### src/rtl/binary_div_8_4_bi.sv
// ----------------------------------------------------------------------------
// binary_div_8_4_bi
// Sequential signed divider: 8-bit dividend by 4-bit divisor, producing an
// 8-bit quotient and a 4-bit remainder that truncate toward zero (the same
// results as Verilog / and %). The magnitudes are divided by a restoring
// shift-subtract loop, one quotient bit per clock, and the signs are applied
// at the end.
//
// Ports
//   clk       in   sole clock, rising edge
//   rst       in   synchronous active-high reset
//   start     in   request a division (accepted only while idle)
//   N[7:0]    in   signed dividend
//   D[3:0]    in   signed divisor
//   Q[7:0]    out  signed quotient (registered, held until next done)
//   R[3:0]    out  signed remainder (registered, held until next done)
//   busy      out  high while a division is in flight
//   done      out  one-cycle pulse when Q, R and the flags update
//   div_zero  out  divisor was zero for the latest result
//   overflow  out  -128 / -1: quotient does not fit, Q reads 8'h80
// ----------------------------------------------------------------------------
module binary_div_8_4_bi (
   input  logic       clk,
   input  logic       rst,
   input  logic       start,
   input  logic [7:0] N,
   input  logic [3:0] D,
   output logic [7:0] Q,
   output logic [3:0] R,
   output logic       busy,
   output logic       done,
   output logic       div_zero,
   output logic       overflow
);

   typedef enum logic [1:0] {
      IDLE = 2'd0,
      CALC = 2'd1,
      SIGN = 2'd2
   } state_t;

   state_t      state_q,      state_d;
   logic [2:0]  cnt_q,        cnt_d;
   logic [7:0]  dividend_q,   dividend_d;
   logic [3:0]  divisorMag_q, divisorMag_d;
   logic [3:0]  rem_q,        rem_d;
   logic [7:0]  quo_q,        quo_d;
   logic        qSign_q,      qSign_d;
   logic        rSign_q,      rSign_d;
   logic        zeroPend_q,   zeroPend_d;
   logic [7:0]  resQ_q,       resQ_d;
   logic [3:0]  resR_q,       resR_d;
   logic        busy_q,       busy_d;
   logic        done_q,       done_d;
   logic        divZero_q,    divZero_d;
   logic        overflow_q,   overflow_d;

   logic [4:0]  trialShift;
   logic        borrow;
   logic [3:0]  trialDiff;

   // The partial remainder stays below |D| <= 8, so after the shift it fits
   // in five bits. When there is no borrow the true difference is below 16,
   // so a 4-bit modular subtract is exact.
   always_comb begin
      trialShift = {rem_q, dividend_q[7]};
      borrow     = (trialShift < {1'b0, divisorMag_q});
      trialDiff  = trialShift[3:0] - divisorMag_q;
   end

   // Next-state and datapath logic. A zero divisor does not enter CALC:
   // it parks in IDLE for one cycle with zeroPend set so the result still
   // arrives one clock after acceptance with busy high in between.
   always_comb begin
      state_d      = state_q;
      cnt_d        = cnt_q;
      dividend_d   = dividend_q;
      divisorMag_d = divisorMag_q;
      rem_d        = rem_q;
      quo_d        = quo_q;
      qSign_d      = qSign_q;
      rSign_d      = rSign_q;
      zeroPend_d   = zeroPend_q;
      resQ_d       = resQ_q;
      resR_d       = resR_q;
      busy_d       = busy_q;
      done_d       = 1'b0;
      divZero_d    = divZero_q;
      overflow_d   = overflow_q;

      case (state_q)
         IDLE: begin
            if (zeroPend_q) begin
               zeroPend_d = 1'b0;
               busy_d     = 1'b0;
               done_d     = 1'b1;
               divZero_d  = 1'b1;
               overflow_d = 1'b0;
               resQ_d     = 8'd0;
               resR_d     = 4'd0;
            end else if (start) begin
               busy_d = 1'b1;
               if (D == 4'd0) begin
                  zeroPend_d = 1'b1;
               end else begin
                  state_d      = CALC;
                  cnt_d        = 3'd0;
                  dividend_d   = N[7] ? (8'd0 - N) : N;
                  divisorMag_d = D[3] ? (4'd0 - D) : D;
                  rem_d        = 4'd0;
                  quo_d        = 8'd0;
                  qSign_d      = N[7] ^ D[3];
                  rSign_d      = N[7];
               end
            end
         end

         CALC: begin
            dividend_d = {dividend_q[6:0], 1'b0};
            rem_d      = borrow ? trialShift[3:0] : trialDiff;
            quo_d      = {quo_q[6:0], ~borrow};
            cnt_d      = cnt_q + 3'd1;
            if (cnt_q == 3'd7) begin
               state_d = SIGN;
            end
         end

         SIGN: begin
            // A positive quotient with its MSB set can only be 128 from
            // -128 / -1; that is the sole overflow case.
            resQ_d     = qSign_q ? (8'd0 - quo_q) : quo_q;
            resR_d     = rSign_q ? (4'd0 - rem_q) : rem_q;
            overflow_d = ~qSign_q & quo_q[7];
            divZero_d  = 1'b0;
            busy_d     = 1'b0;
            done_d     = 1'b1;
            state_d    = IDLE;
         end

         default: begin
            state_d = IDLE;
         end
      endcase
   end

   // State register with synchronous reset; reset wins over start and
   // aborts any division in flight without a done pulse.
   always_ff @(posedge clk) begin
      if (rst) begin
         state_q      <= IDLE;
         cnt_q        <= 3'd0;
         dividend_q   <= 8'd0;
         divisorMag_q <= 4'd0;
         rem_q        <= 4'd0;
         quo_q        <= 8'd0;
         qSign_q      <= 1'b0;
         rSign_q      <= 1'b0;
         zeroPend_q   <= 1'b0;
         resQ_q       <= 8'd0;
         resR_q       <= 4'd0;
         busy_q       <= 1'b0;
         done_q       <= 1'b0;
         divZero_q    <= 1'b0;
         overflow_q   <= 1'b0;
      end else begin
         state_q      <= state_d;
         cnt_q        <= cnt_d;
         dividend_q   <= dividend_d;
         divisorMag_q <= divisorMag_d;
         rem_q        <= rem_d;
         quo_q        <= quo_d;
         qSign_q      <= qSign_d;
         rSign_q      <= rSign_d;
         zeroPend_q   <= zeroPend_d;
         resQ_q       <= resQ_d;
         resR_q       <= resR_d;
         busy_q       <= busy_d;
         done_q       <= done_d;
         divZero_q    <= divZero_d;
         overflow_q   <= overflow_d;
      end
   end

   assign Q        = resQ_q;
   assign R        = resR_q;
   assign busy     = busy_q;
   assign done     = done_q;
   assign div_zero = divZero_q;
   assign overflow = overflow_q;

endmodule

### config.mk
export PLATFORM = sky130hd
export DESIGN_NAME = binary_div_8_4_bi
export DESIGN_NICKNAME = d
export VERILOG_FILES = /design/src/rtl/binary_div_8_4_bi.sv
export SDC_FILE = /design/constraint.sdc
export NUM_CORES = 1
export LEC_CHECK = 0
export ABC_AREA = 1
export CAP_MARGIN = 20
export CELL_PAD_IN_SITES_DETAIL_PLACEMENT = 1
export CELL_PAD_IN_SITES_GLOBAL_PLACEMENT = 1
export CORE_ASPECT_RATIO = 1.4
export CORE_UTILIZATION = 43
export DETAILED_ROUTE_END_ITERATION = 7
export PLACE_DENSITY = 0.95
export SYNTH_ARGS = -nofsm -noshare
export SYNTH_HDL_FRONTEND = slang
export SYNTH_SLANG_ARGS = --single-unit
### constraint.sdc
create_clock -name clk -period 3 [get_ports clk]
set_input_delay 0.3 -clock clk [delete_from_list [all_inputs] [get_ports clk]]
set_output_delay 0.3 -clock clk [all_outputs]
set_load 0.02 [all_outputs]
Word-level counts from Yosys, hierarchy flattened
Index checks and enable logic that the tools add are counted.

word-level totals
  bits in registers = 48
  input bits = 15
  output and inout bits = 16
  logic and storage cells = 88

cells by class
  add/subtract/negate cells = 6
  $lt $le $gt $ge = 1
  equal/unequal tests = 9
  mux-type cells = 42
  bitwise gates (word level) = 6
  reduce and logical (&&, ||, !) cells = 9

operator list
  cell                 number
  $mux 8               9
  $pmux 8 s2           3
  $mux 4               7
  $pmux 4 s2           2
  $sub 1x8->8 const A  2
  $reduce_and 4->1     3
  $ne 2x2->1 const B   5
  $mux 3               3
  $mux 1               8
  $mux 2               4
  $pmux 1 s2           4
  $sub 1x4->4 const A  2
  $pmux 3 s2           1
  $lt 5x4->1           1
  $logic_not 4->1      1
  $not 1->1            4
  $pmux 2 s2           1
  $reduce_and 2->1     2
  $reduce_bool 2->1    2
  $sub 4x4->4          1
  $add 3x1->3 const B  1
  $eq 3x3->1 const B   1
  $ne 3x3->1 const B   1
  $eq 2x1->1 const B   1
  other kinds (4)      4

Depth between registers and ports, before layout
Gate-level depths: netlist (run 1).

  word-level depth = 6
  gate-level depth with buffers = 10
  mapped depth without buffers = 10

Least setup slack after synthesis (run 1)
Ideal clock, no wire load.

  kind = flip-flop to flip-flop
  from = reg dividend_q[7]
  to = reg rem_q[2]
  library setup time = 135 ps
  data arrival time = 1216 ps
  required time = 2865 ps
  setup slack = 1648 ps
  cell stages (with the launch flop) = 8
  path buffers = 0
  period minus slack after synthesis = 1352 ps
  cell sequence = dfxtp_1 > inv_1 > ha_1 > fa_1 > xor2_1 > nand2_1 > nand3_1 > a21oi_1

on the way
  word-level cells in the longest chain between the ends = 3
  elaborated cells on any way between the ends = 4
  classes of those cells = add/sub: 1; order compare: 1; mux: 2

RTL lines
  element                                    RTL line  RTL
  start: declaration                         44        logic [7:0] dividend_q, dividend_d;
  start signal: assignment                   168       dividend_q <= dividend_d;
  $sub 4x4->4 or $lt 5x4->1 (tied branches)  68, 67
  $mux 4 (*)                                 120       rem_d = borrow ? trialShift[3:0] : trialDiff;
  $pmux 4 s2 (*)                             91        case (state_q)
  end signal: assignment                     170       rem_q <= rem_d;
  end: declaration                           46        logic [3:0] rem_q, rem_d;

Mark *: on every way between the ends. The rest lies on a longest branch, timed or not.
A chain may end at the register's enable or synchronous reset.

Final worst setup path (run 1)
  from = in D[0]
  to = reg cnt_q[0]

on the way
  word-level cells in the longest chain between the ends = 3

RTL lines
  element                            RTL line  RTL
  start: declaration                 27        input logic [3:0] D,
  $logic_not 4->1                    103       if (D == 4'd0) begin
  $ne 2x2->1 (no source line)        n/a
  $reduce_and 4->1 (no source line)  n/a
  end signal: assignment             167       cnt_q <= cnt_d;
  end: declaration                   43        logic [2:0] cnt_q, cnt_d;

Every way passes these cells.

==> results.cfg, run 1 <==
[status]
status = finished, final reports clean

[floorplanning]
floorplan.die.width_um = 66.3
design.die.area_um2 = 6100
dieHeight_um = 92.0
start_util = 0.450
fp.coreArea_um2 = 5530
boundaryPins = 31
cell_rows = 32

[final_layout]
drive_gt1_frac = 0.0607
final_nets = 404
area.growth.synth_to_final_pct = 17.4
non_filler_instances = 447
number_of_inserted_diodes = 0

[timing]
max_freq_mhz = 587
setup_viol = 0
final.period_utilization = 0.567
worst_slew_pin_slew_ps = 620
final_ws_setup_ps = 1300
drv_slew = 0
setup_tns_ps = 0
max_slew_margin = 0.586
unrepaired_setup_endpoints_after_global_routing = no
finClkSkew_ps = 6.12
final-hold-violation-count = 0
fin_crit_ps = 1700

[yosys]
synth_edf_count = 0
synth_top_area_cells = sky130_fd_sc_hd__dfxtp_1, sky130_fd_sc_hd__nand2_1, sky130_fd_sc_hd__a21oi_1
seq_area_frac_synth = 0.386
yosys_register_bits = 48
most_area_hungry_cell_type_in_the_yosys_netlist = sky130_fd_sc_hd__dfxtp_1
syn_area_per_cell_um2 = 7.05
mappedNetlistNets = 379
synth.top_cells.by_count = sky130_fd_sc_hd__nand2_1, sky130_fd_sc_hd__dfxtp_1, sky130_fd_sc_hd__inv_1, sky130_fd_sc_hd__a21oi_1, sky130_fd_sc_hd__nand3_1
asyncSetResetFlopFracSynth = 0
synth.yosys.warnings = 0
post_synth_num_cell_types = 31
post_synth_inst_count = 353
ys_dominant_reg_cell = sky130_fd_sc_hd__dfxtp_1
post-synth-top-count-cell = sky130_fd_sc_hd__nand2_1
synth.top_cell.area_share = 0.386
synth.cell_area_um2 = 2490

[global_routing]
total_grt_usage = 0.232
antenna_found_initial = 0
grt_pass1_vias = 2510
grt_pass1_wl_mm = 10.9
grt_max_degree = 30
gr-total-overflow = 0

[cts]
clk_pin_slew_worst_paths_ps = 90
post-cts-setup-buffers = 0
clockBufferDepth = 2
cts_buffer_count = 5
cts_resized = 0
clk_root_buffer_cell = sky130_fd_sc_hd__clkbuf_8
clock_tree_from_tritoncts = yes
clk-insertion-delay-late_ps = 320
htree_num_levels = 2
cts_hold_buffers = 0
cts.sinks = 48

[job]
max_cap_viol_count = 0

[placement]
buffer_ports.inserted = 30
gp_routability_congestion = 0.883
place_inst = 439
detailed_place_hpwl_mm = 4.71
pre_cts_slack_ps = 1010

[critical_path]
crit_arrival_ps = 1920
r2r_cell_count = 9
worstPathRequired_ps = 3220
r2r-end = rem_q[1]$_SDFFE_PP0P_
ff2ff_setup_slack_ps = 1440
crit_path_max_fanout = 7
setup.worst_path.class = input port to flip-flop
regToRegStartpoint = divisorMag_q[2]$_SDFFE_PP0P_
setup.worst_path.start_class = input port
nature_of_the_critical_path_endpoint = flip-flop

[routing]
ratio_of_routed_vias_to_standard_cells = 5.39
avgRoutedWirePerCell_um = 14.3
firstDrtPassIters = 4
final_wl_mm = 6.39
final_antenna_net_count = 0
total_number_of_vias = 2409
total_drc_errors_in_the_routed_layout = 0
first_iter_violations = 51

[worst_hold_path]
hold-path-cell-count = 2
min_path_type = flip-flop to flip-flop
worst_hold_path.endpoint = div_zero$_SDFFE_PP0P_
worst_hold_startpoint = div_zero$_SDFFE_PP0P_

[power_and_ir_drop]
max-vdd-ir-drop_mv = 0.367
powerDensity_nw_per_um2 = 541
p_leak_nw = 1.22
==> layout by cell type (no fill, tap or decap), types with 2 or more instances in the layout <==
master                            instances
sky130_fd_sc_hd__clkdlybuf4s50_1         30
sky130_fd_sc_hd__o211ai_1                 2
sky130_fd_sc_hd__ha_1                    10
sky130_fd_sc_hd__o21ai_0                 19
sky130_fd_sc_hd__nor2_4                   2
sky130_fd_sc_hd__clkbuf_8                 6
sky130_fd_sc_hd__a21oi_2                  2
sky130_fd_sc_hd__or2_2                    2
sky130_fd_sc_hd__nand2_1                 87
sky130_fd_sc_hd__nor2_1                  23
sky130_fd_sc_hd__o22ai_1                  4
sky130_fd_sc_hd__a22oi_1                  2
sky130_fd_sc_hd__inv_2                    3
sky130_fd_sc_hd__nand4_1                  5
sky130_fd_sc_hd__xor2_1                   4
sky130_fd_sc_hd__inv_1                   43
sky130_fd_sc_hd__dfxtp_1                 48
sky130_fd_sc_hd__a21oi_1                 35
sky130_fd_sc_hd__o21ai_1                  8
sky130_fd_sc_hd__nand3_1                 32
==> flip-flops by register name, indices dropped and copies added, names as in the netlist, 2 cells and up <==
name,flops
quo_q,8
cnt_q,3
R,4
Q,8
dividend_q,8
divisorMag_q,4
state_q,2
rem_q,4
==> per-stage QoR <==
step                utilization  hold WS, ps  power, W  instance area (um2)
floorplan                     -          430  0.000983                 2490
global placement          0.507          444   0.00106                 2800
detailed placement        0.507          458   0.00108                 2800
CTS                       0.529          472   0.00159                 2920
global route              0.529          497   0.00166                 2920
finish                    0.529          467   0.00158                 2920
==> power by group <==
part	internal (W)	switching, W	total, W
combinational	0.000129	0.000235	0.000364
sequential	0.000675	0.0000305	0.000706
clock	0.000273	0.000240	0.000512
==> critical path: stages <==
cell and delay (ps):
sky130_fd_sc_hd__clkdlybuf4s50_1 480, sky130_fd_sc_hd__inv_1 60, sky130_fd_sc_hd__ha_1 210, sky130_fd_sc_hd__nand2_1 140
sky130_fd_sc_hd__inv_1 70, sky130_fd_sc_hd__nand2_2 100, sky130_fd_sc_hd__nand2_1 80, sky130_fd_sc_hd__nor2_2 230
sky130_fd_sc_hd__nand2_1 100, sky130_fd_sc_hd__o211ai_1 100, sky130_fd_sc_hd__inv_1 60
==> logic make-up (layout without fill, tap and decap cells) <==
kind of cell / count (synthesis) / after routing / synth area share
buffers and inverters: 59 / 85 / 0.102
adders and majority gates: 11 / 11 / 0.0583
DFF: 48 / 48 / 0.386
xor gates and xnor gates: 4 / 4 / 0.0141
AOI/OAI and AO/OA: 73 / 73 / 0.157
and+or+nand+nor: 158 / 158 / 0.283
==> routing by layer <==
layer	wire length [um]	track usage
met1	2560	0.232
met2	3540	0.443
met3	154	0.0460
met4	132	0.0975
met5	0	0
==> how the worst max path moves through the flow <==
stage	depth (start not counted)	end	from	slack (ps)
global route	10	dividend_q[7]$_SDFFE_PP0P_	D[0]	1120
CTS	10	dividend_q[7]$_SDFFE_PP0P_	D[0]	1290
detailed placement	11	cnt_q[0]$_SDFFE_PP0P_	D[0]	1010
finish	11	cnt_q[0]$_SDFFE_PP0P_	D[0]	1300
global placement	11	cnt_q[0]$_SDFFE_PP0P_	D[0]	1070
floorplan	7	rem_q[2]$_SDFFE_PP0P_	dividend_q[7]$_SDFFE_PP0P_	1650
==> area by class of cell <==
type | instances | area [um2]
clock buffer | 6 | 82.6
tap | 68 | 85.1
clock inverter | 2 | 38.8
timing repair buffer | 31 | 308
fill | 724 | 2600
inverter | 46 | 173
multi-input combinational | 246 | 1270
sequential | 48 | 961
Note: power is estimated with default switching activity, not from simulation.
==> run 2, diff against run 1 <==
--- a/config.mk
+++ b/config.mk
@@ -10,9 +10,9 @@
 export CELL_PAD_IN_SITES_DETAIL_PLACEMENT = 1
 export CELL_PAD_IN_SITES_GLOBAL_PLACEMENT = 1
 export CORE_ASPECT_RATIO = 1.4
-export CORE_UTILIZATION = 43
+export CORE_UTILIZATION = 40
 export DETAILED_ROUTE_END_ITERATION = 7
-export PLACE_DENSITY = 0.95
+export PLACE_DENSITY = 0.9
 export SYNTH_ARGS = -nofsm -noshare
 export SYNTH_HDL_FRONTEND = slang
 export SYNTH_SLANG_ARGS = --single-unit
==> constraint.sdc (replaced) <==
create_clock -name clk -period 1.6 [get_ports clk]
set_input_delay 0.16 -clock clk [delete_from_list [all_inputs] [get_ports clk]]
set_output_delay 0.16 -clock clk [all_outputs]
set_load 0.02 [all_outputs]
==> run 2 against run 1 <==
  * Global-route usage down 0.84 points
  * Sequential share of layout area down 1.5 points
  * Via count up 2.3%
  * Combinational power up 110%
  * Sequential power up 87%
  * Largest cell class unchanged
==> results.cfg, run 2 (synthesis results as in run 1) <==
[final_layout]
sequential_cell_area_um2 = 965
mostFrequentLayoutCells = sky130_fd_sc_hd__nand2_1, sky130_fd_sc_hd__dfxtp_1, sky130_fd_sc_hd__inv_1
layout_commonest_cell = sky130_fd_sc_hd__nand2_1
number_of_inserted_diodes = 0
final_nets = 424
area.growth.synth_to_final_pct = 23.4
final.fill_count = 811
multiInputGateArea_um2 = 1310
drive_gt1_frac = 0.128

[routing]
avgRoutedWirePerCell_um = 13.8
final_wl_mm = 6.45
first_iter_violations = 69
final_antenna_net_count = 0
firstDrtPassIters = 4
ratio_of_routed_vias_to_standard_cells = 5.26
total_drc_errors_in_the_routed_layout = 0
total_number_of_vias = 2464

[job]
max_cap_viol_count = 0

[placement]
buffer_ports.inserted = 30
gp_routability_congestion = 0.914
detailed_place_hpwl_mm = 5.23

[timing]
setup_viol = 0
drv_slew = 0
unrepaired_setup_endpoints_after_global_routing = no
max_freq_mhz = 659
final-hold-violation-count = 0
finClkSkew_ps = 7.51
max_slew_margin = 0.804
worst_slew_pin_slew_ps = 293
worst_hold_slack_ps = 469
fin_crit_ps = 1520
setup_tns_ps = 0
final.period_utilization = 0.949

[critical_path]
setup.worst_path.start_class = flip-flop
crit_path_max_fanout = 2
cp_cell_sequence = inv_1, ha_1, fa_2, xor2_1, nand2_1, nand3_1, a21oi_1
slowest_delay_ps = 350
worstPathRequired_ps = 1840
nature_of_the_critical_path_endpoint = flip-flop
crit_arrival_ps = 1760
setup.worst_path.class = flip-flop to flip-flop
timing.critical_path.slowest_stage_cell = sky130_fd_sc_hd__fa_2

[power_and_ir_drop]
powerDensity_nw_per_um2 = 916
p_leak_nw = 1.30
seq_power_share = 0.469
max-vdd-ir-drop_mv = 0.334
p_sw_w = 0.000947
clkPwrFrac = 0.253
combinational_power_share = 0.278
p_int_w = 0.00187
swShare = 0.336

[floorplanning]
floorplan.die.width_um = 68.7
dieHeight_um = 95.3
cell_rows = 33
design.die.area_um2 = 6550
boundaryPins = 31
start_util = 0.419
fp.coreArea_um2 = 5950

[cts]
cts_hold_buffers = 0
clockBufferDepth = 2
cts.sinks = 48
cts_buffer_count = 5
clk-insertion-delay-late_ps = 310
clk_root_buffer_cell = sky130_fd_sc_hd__clkbuf_8
clock_tree_from_tritoncts = yes
clk_pin_slew_worst_paths_ps = 90
htree_num_levels = 2

[worst_hold_path]
min_path_type = flip-flop to flip-flop

[global_routing]
grt_max_degree = 20
total_grt_usage = 0.223
grt_pass1_wl_mm = 10.8
gr-total-overflow = 0
antenna_found_initial = 0
grt_pass1_vias = 2423

[status]
status = finished, final reports clean
## run 2: cell types whose count changed in the layout (fill, tap and decap cells not counted), sizes merged
cell / delta
buf: +20
bufinv: -1
clkbuf: -1
clkinvlp: +1
## run 2: area by class of cell
class / instances / area share
Sequential cell: 48 / 0.314
Clock inverter: 2 / 0.00407
Tap cell: 70 / 0.0285
Timing Repair Buffer: 51 / 0.149
Clock buffer: 5 / 0.0224
Multi-Input combinational cell: 246 / 0.426
Inverter: 46 / 0.0562
## run 2: final timing paths
path,from,cells after the start,endpoint,slack (ps)
worst max-delay path,dividend_q[7]$_SDFFE_PP0P_,7,rem_q[2]$_SDFFE_PP0P_,80
worst min register to register,Q[5]$_SDFFE_PP0P_,2,Q[5]$_SDFFE_PP0P_,470
worst max register to register,dividend_q[7]$_SDFFE_PP0P_,7,rem_q[2]$_SDFFE_PP0P_,80
worst min-delay path,Q[5]$_SDFFE_PP0P_,2,Q[5]$_SDFFE_PP0P_,470
## run 2: worst max-delay path: cells and delay by family (launching register included)
kind | cells | cell delay (ps)
xor+xnor | 1 | 150
flops | 1 | 340
simple gates | 2 | 150
compound gates | 1 | 150
fa+ha+maj | 2 | 580
buf+inv | 1 | 80
## run 2: routing by layer
metal / routed length [um] / track usage / vias to the layer above / share of wire
met5: 0 / 0 / - / 0
met1: 2510 / 0.230 / 1171 / 0.39
met4: 161 / 0.0955 / 0 / 0.025
met2: 3630 / 0.422 / 41 / 0.56
met3: 147 / 0.0407 / 13 / 0.023
li1: - / - / 1239 / -
## run 2: power groups by stage
stage,combinational (W),sequential [W],clock [W]
6_report,0.000781,0.00132,0.000713
3_5_place_dp,0.000764,0.00134,0
3_3_place_gp,0.000713,0.00134,0
2_1_floorplan,0.000515,0.00133,0
4_1_cts,0.000776,0.00132,0.000725
5_1_grt,0.000888,0.00133,0.000770
## run 2: through the flow
| stage | utilization | setup slack (ps) | total power, W | cells | area, um2 |
|---|---|---|---|---|---|
| finish | 0.517 | 81.9 | 0.00281 | 468 | 3070 |
| global route | 0.517 | 1.97 | 0.00299 | 468 | 3070 |
| CTS | 0.511 | 10.8 | 0.00282 | 468 | 3040 |
| detailed placement | 0.497 | -218 | 0.00211 | 461 | 2950 |
| global placement | 0.497 | -133 | 0.00205 | 461 | 2950 |
| floorplan | - | 248 | 0.00184 | 353 | 2490 |
## run 2: repair_timing
item | CTS | global route
endpoints found under the setup margin | 1 | 9
resized for setup | 1 | 10
setup buffers | 0 | 0
cloned | 0 | 0
==> run 3, diff against run 2 <==
--- a/config.mk
+++ b/config.mk
@@ -6,13 +6,13 @@
 export NUM_CORES = 1
 export LEC_CHECK = 0
 export ABC_AREA = 1
-export CAP_MARGIN = 20
 export CELL_PAD_IN_SITES_DETAIL_PLACEMENT = 1
 export CELL_PAD_IN_SITES_GLOBAL_PLACEMENT = 1
 export CORE_ASPECT_RATIO = 1.4
 export CORE_UTILIZATION = 40
 export DETAILED_ROUTE_END_ITERATION = 7
 export PLACE_DENSITY = 0.9
+export RECOVER_POWER = 50
 export SYNTH_ARGS = -nofsm -noshare
 export SYNTH_HDL_FRONTEND = slang
 export SYNTH_SLANG_ARGS = --single-unit
==> run 3 against run 2 <==
  * Clock skew up 1.6 ps
  * Critical path depth unchanged
  * Sequential power about the same
  * Register-to-register slack about the same
  * Core utilization unchanged
  * Power down 0.14%
  * Largest cell class unchanged
  * Die area unchanged
  * Cell count unchanged
  * Combinational power about the same
  * Via count down 0.41%
  * Setup slack about the same
==> results.cfg, run 3 (synthesis results as in run 1) <==
[floorplanning]
floorplan.die.width_um = 68.7
start_util = 0.419
fp.coreArea_um2 = 5950
dieHeight_um = 95.3
boundaryPins = 31
design.die.area_um2 = 6550
cell_rows = 33

[placement]
detailed_place_hpwl_mm = 5.23
post_dp_cell_area_um2 = 2950
pre_cts_slack_ps = -218
buffer_ports.inserted = 30
gp_routability_congestion = 0.914

[final_layout]
finalInstanceArea_um2 = 3070
area.growth.synth_to_final_pct = 23.4
post-route-util = 0.517
mostFrequentLayoutCells = sky130_fd_sc_hd__nand2_1, sky130_fd_sc_hd__dfxtp_1, sky130_fd_sc_hd__inv_1
number_of_inserted_diodes = 0
final_nets = 424
drive_gt1_frac = 0.126
layout_commonest_cell = sky130_fd_sc_hd__nand2_1

[critical_path]
cp_cell_sequence = inv_1, ha_1, fa_2, xor2_1, nand2_1, nand3_1, a21oi_1
crit_path_max_fanout = 2
setup.worst_path.start_class = flip-flop
r2r_cell_count = 7
critical_path_buf_inv_count = 1
nature_of_the_critical_path_endpoint = flip-flop
slowest_delay_ps = 350
crit_path_start = dividend_q[7]$_SDFFE_PP0P_
setup.worst_path.class = flip-flop to flip-flop
timing.critical_path.slowest_stage_cell = sky130_fd_sc_hd__fa_2
crit_arrival_ps = 1750
critical-path-top-delay-family = adder cells
worstPathRequired_ps = 1840
regToRegStartpoint = dividend_q[7]$_SDFFE_PP0P_
r2r-end = rem_q[2]$_SDFFE_PP0P_
ff2ff_setup_slack_ps = 80

[routing]
drt-met1-wl_mm = 2.54
avgRoutedWirePerCell_um = 13.8
wl_met2_mm = 3.62
first_iter_violations = 68
firstDrtPassIters = 4
route.top_layer_used = met4
total_drc_errors_in_the_routed_layout = 0
final_antenna_net_count = 0
ratio_of_routed_vias_to_standard_cells = 5.24
final_wl_mm = 6.47
met3RoutedLength_um = 145
total_number_of_vias = 2454

[cts]
post-cts-setup-buffers = 0
clock_tree_from_tritoncts = yes
cts_buffer_count = 5
clk-insertion-delay-late_ps = 310
htree_num_levels = 2
clockBufferDepth = 2
cts.sinks = 48
clk_root_buffer_cell = sky130_fd_sc_hd__clkbuf_8
clk_pin_slew_worst_paths_ps = 90

[job]
max_cap_viol_count = 0

[timing]
finClkSkew_ps = 9.15
final.period_utilization = 0.949
drv_slew = 0
final-hold-violation-count = 0
worst_hold_slack_ps = 465
max_slew_margin = 0.803
setup_viol = 0
worst_slew_pin_slew_ps = 294
final_ws_setup_ps = 82.3
unrepaired_setup_endpoints_after_global_routing = no
max_freq_mhz = 659
fin_crit_ps = 1520

[power_and_ir_drop]
powerDensity_nw_per_um2 = 915
p_leak_nw = 1.33
totalPowerFinal_w = 0.00281
max-vdd-ir-drop_mv = 0.331

[global_routing]
gr-total-overflow = 0
grt_pass1_wl_mm = 10.8
grt_pass1_vias = 2423
grt_max_degree = 20
total_grt_usage = 0.223
antenna_found_initial = 0

[worst_hold_path]
min_path_type = flip-flop to flip-flop
worst_hold_path.endpoint = div_zero$_SDFFE_PP0P_
worst_hold_startpoint = div_zero$_SDFFE_PP0P_
hold-path-cell-count = 2

[status]
status = finished, final reports clean
## run 3: what timing repair did
item | CTS | global route
gates resized for setup | 1 | 10
pin swaps | 0 | 0
hold buffers | 0 | 0
setup endpoints to repair | 1 | 9
## run 3: routing by layer
layer,global-route usage,up-vias
met1,0.230,1163
met2,0.422,39
met3,0.0407,13
met4,0.0955,0
li1,-,1239
met5,0,-
## run 3: worst min-delay path: stages, from the launching register on
cell and delay (ps):
sky130_fd_sc_hd__dfxtp_1 320, sky130_fd_sc_hd__nand2_1 60, sky130_fd_sc_hd__a21oi_1 50
## run 3: how the worst max path moves through the flow
stage                                         endpoint  slack, ps  depth (start not counted)
final                            rem_q[2]$_SDFFE_PP0P_         80                          7
after global routing             cnt_q[1]$_SDFFE_PP0P_          2                          9
after CTS                        rem_q[2]$_SDFFE_PP0P_         10                          7
after detailed placement  divisorMag_q[0]$_SDFFE_PP0P_       -220                          8
after global placement      dividend_q[1]$_SDFFE_PP0P_       -130                          9
after floorplan                  rem_q[2]$_SDFFE_PP0P_        250                          7
## run 3: where the power goes
part           switching, W  internal (W)  leakage (nW)
Clock              0.000415      0.000297        0.0400
Sequential        0.0000531       0.00127         0.392
Combinational      0.000477      0.000302         0.902
Total              0.000945       0.00187          1.33
## run 3: through the flow
stage	TNS [ps]	cells
after floorplan	0	353
after CTS	0	468
after detailed placement	-4080	461
final	0	468
after global placement	-2120	461
after global routing	0	468
## run 3: area by class of cell
type / count / area [um2]
inverters: 46 / 173
fillers: 811 / 2870
repair buffers: 51 / 458
well taps: 70 / 87.6
multi-input cells: 246 / 1310
flip-flops and latches: 48 / 965
clock buffers: 5 / 68.8
clock inverters: 2 / 12.5
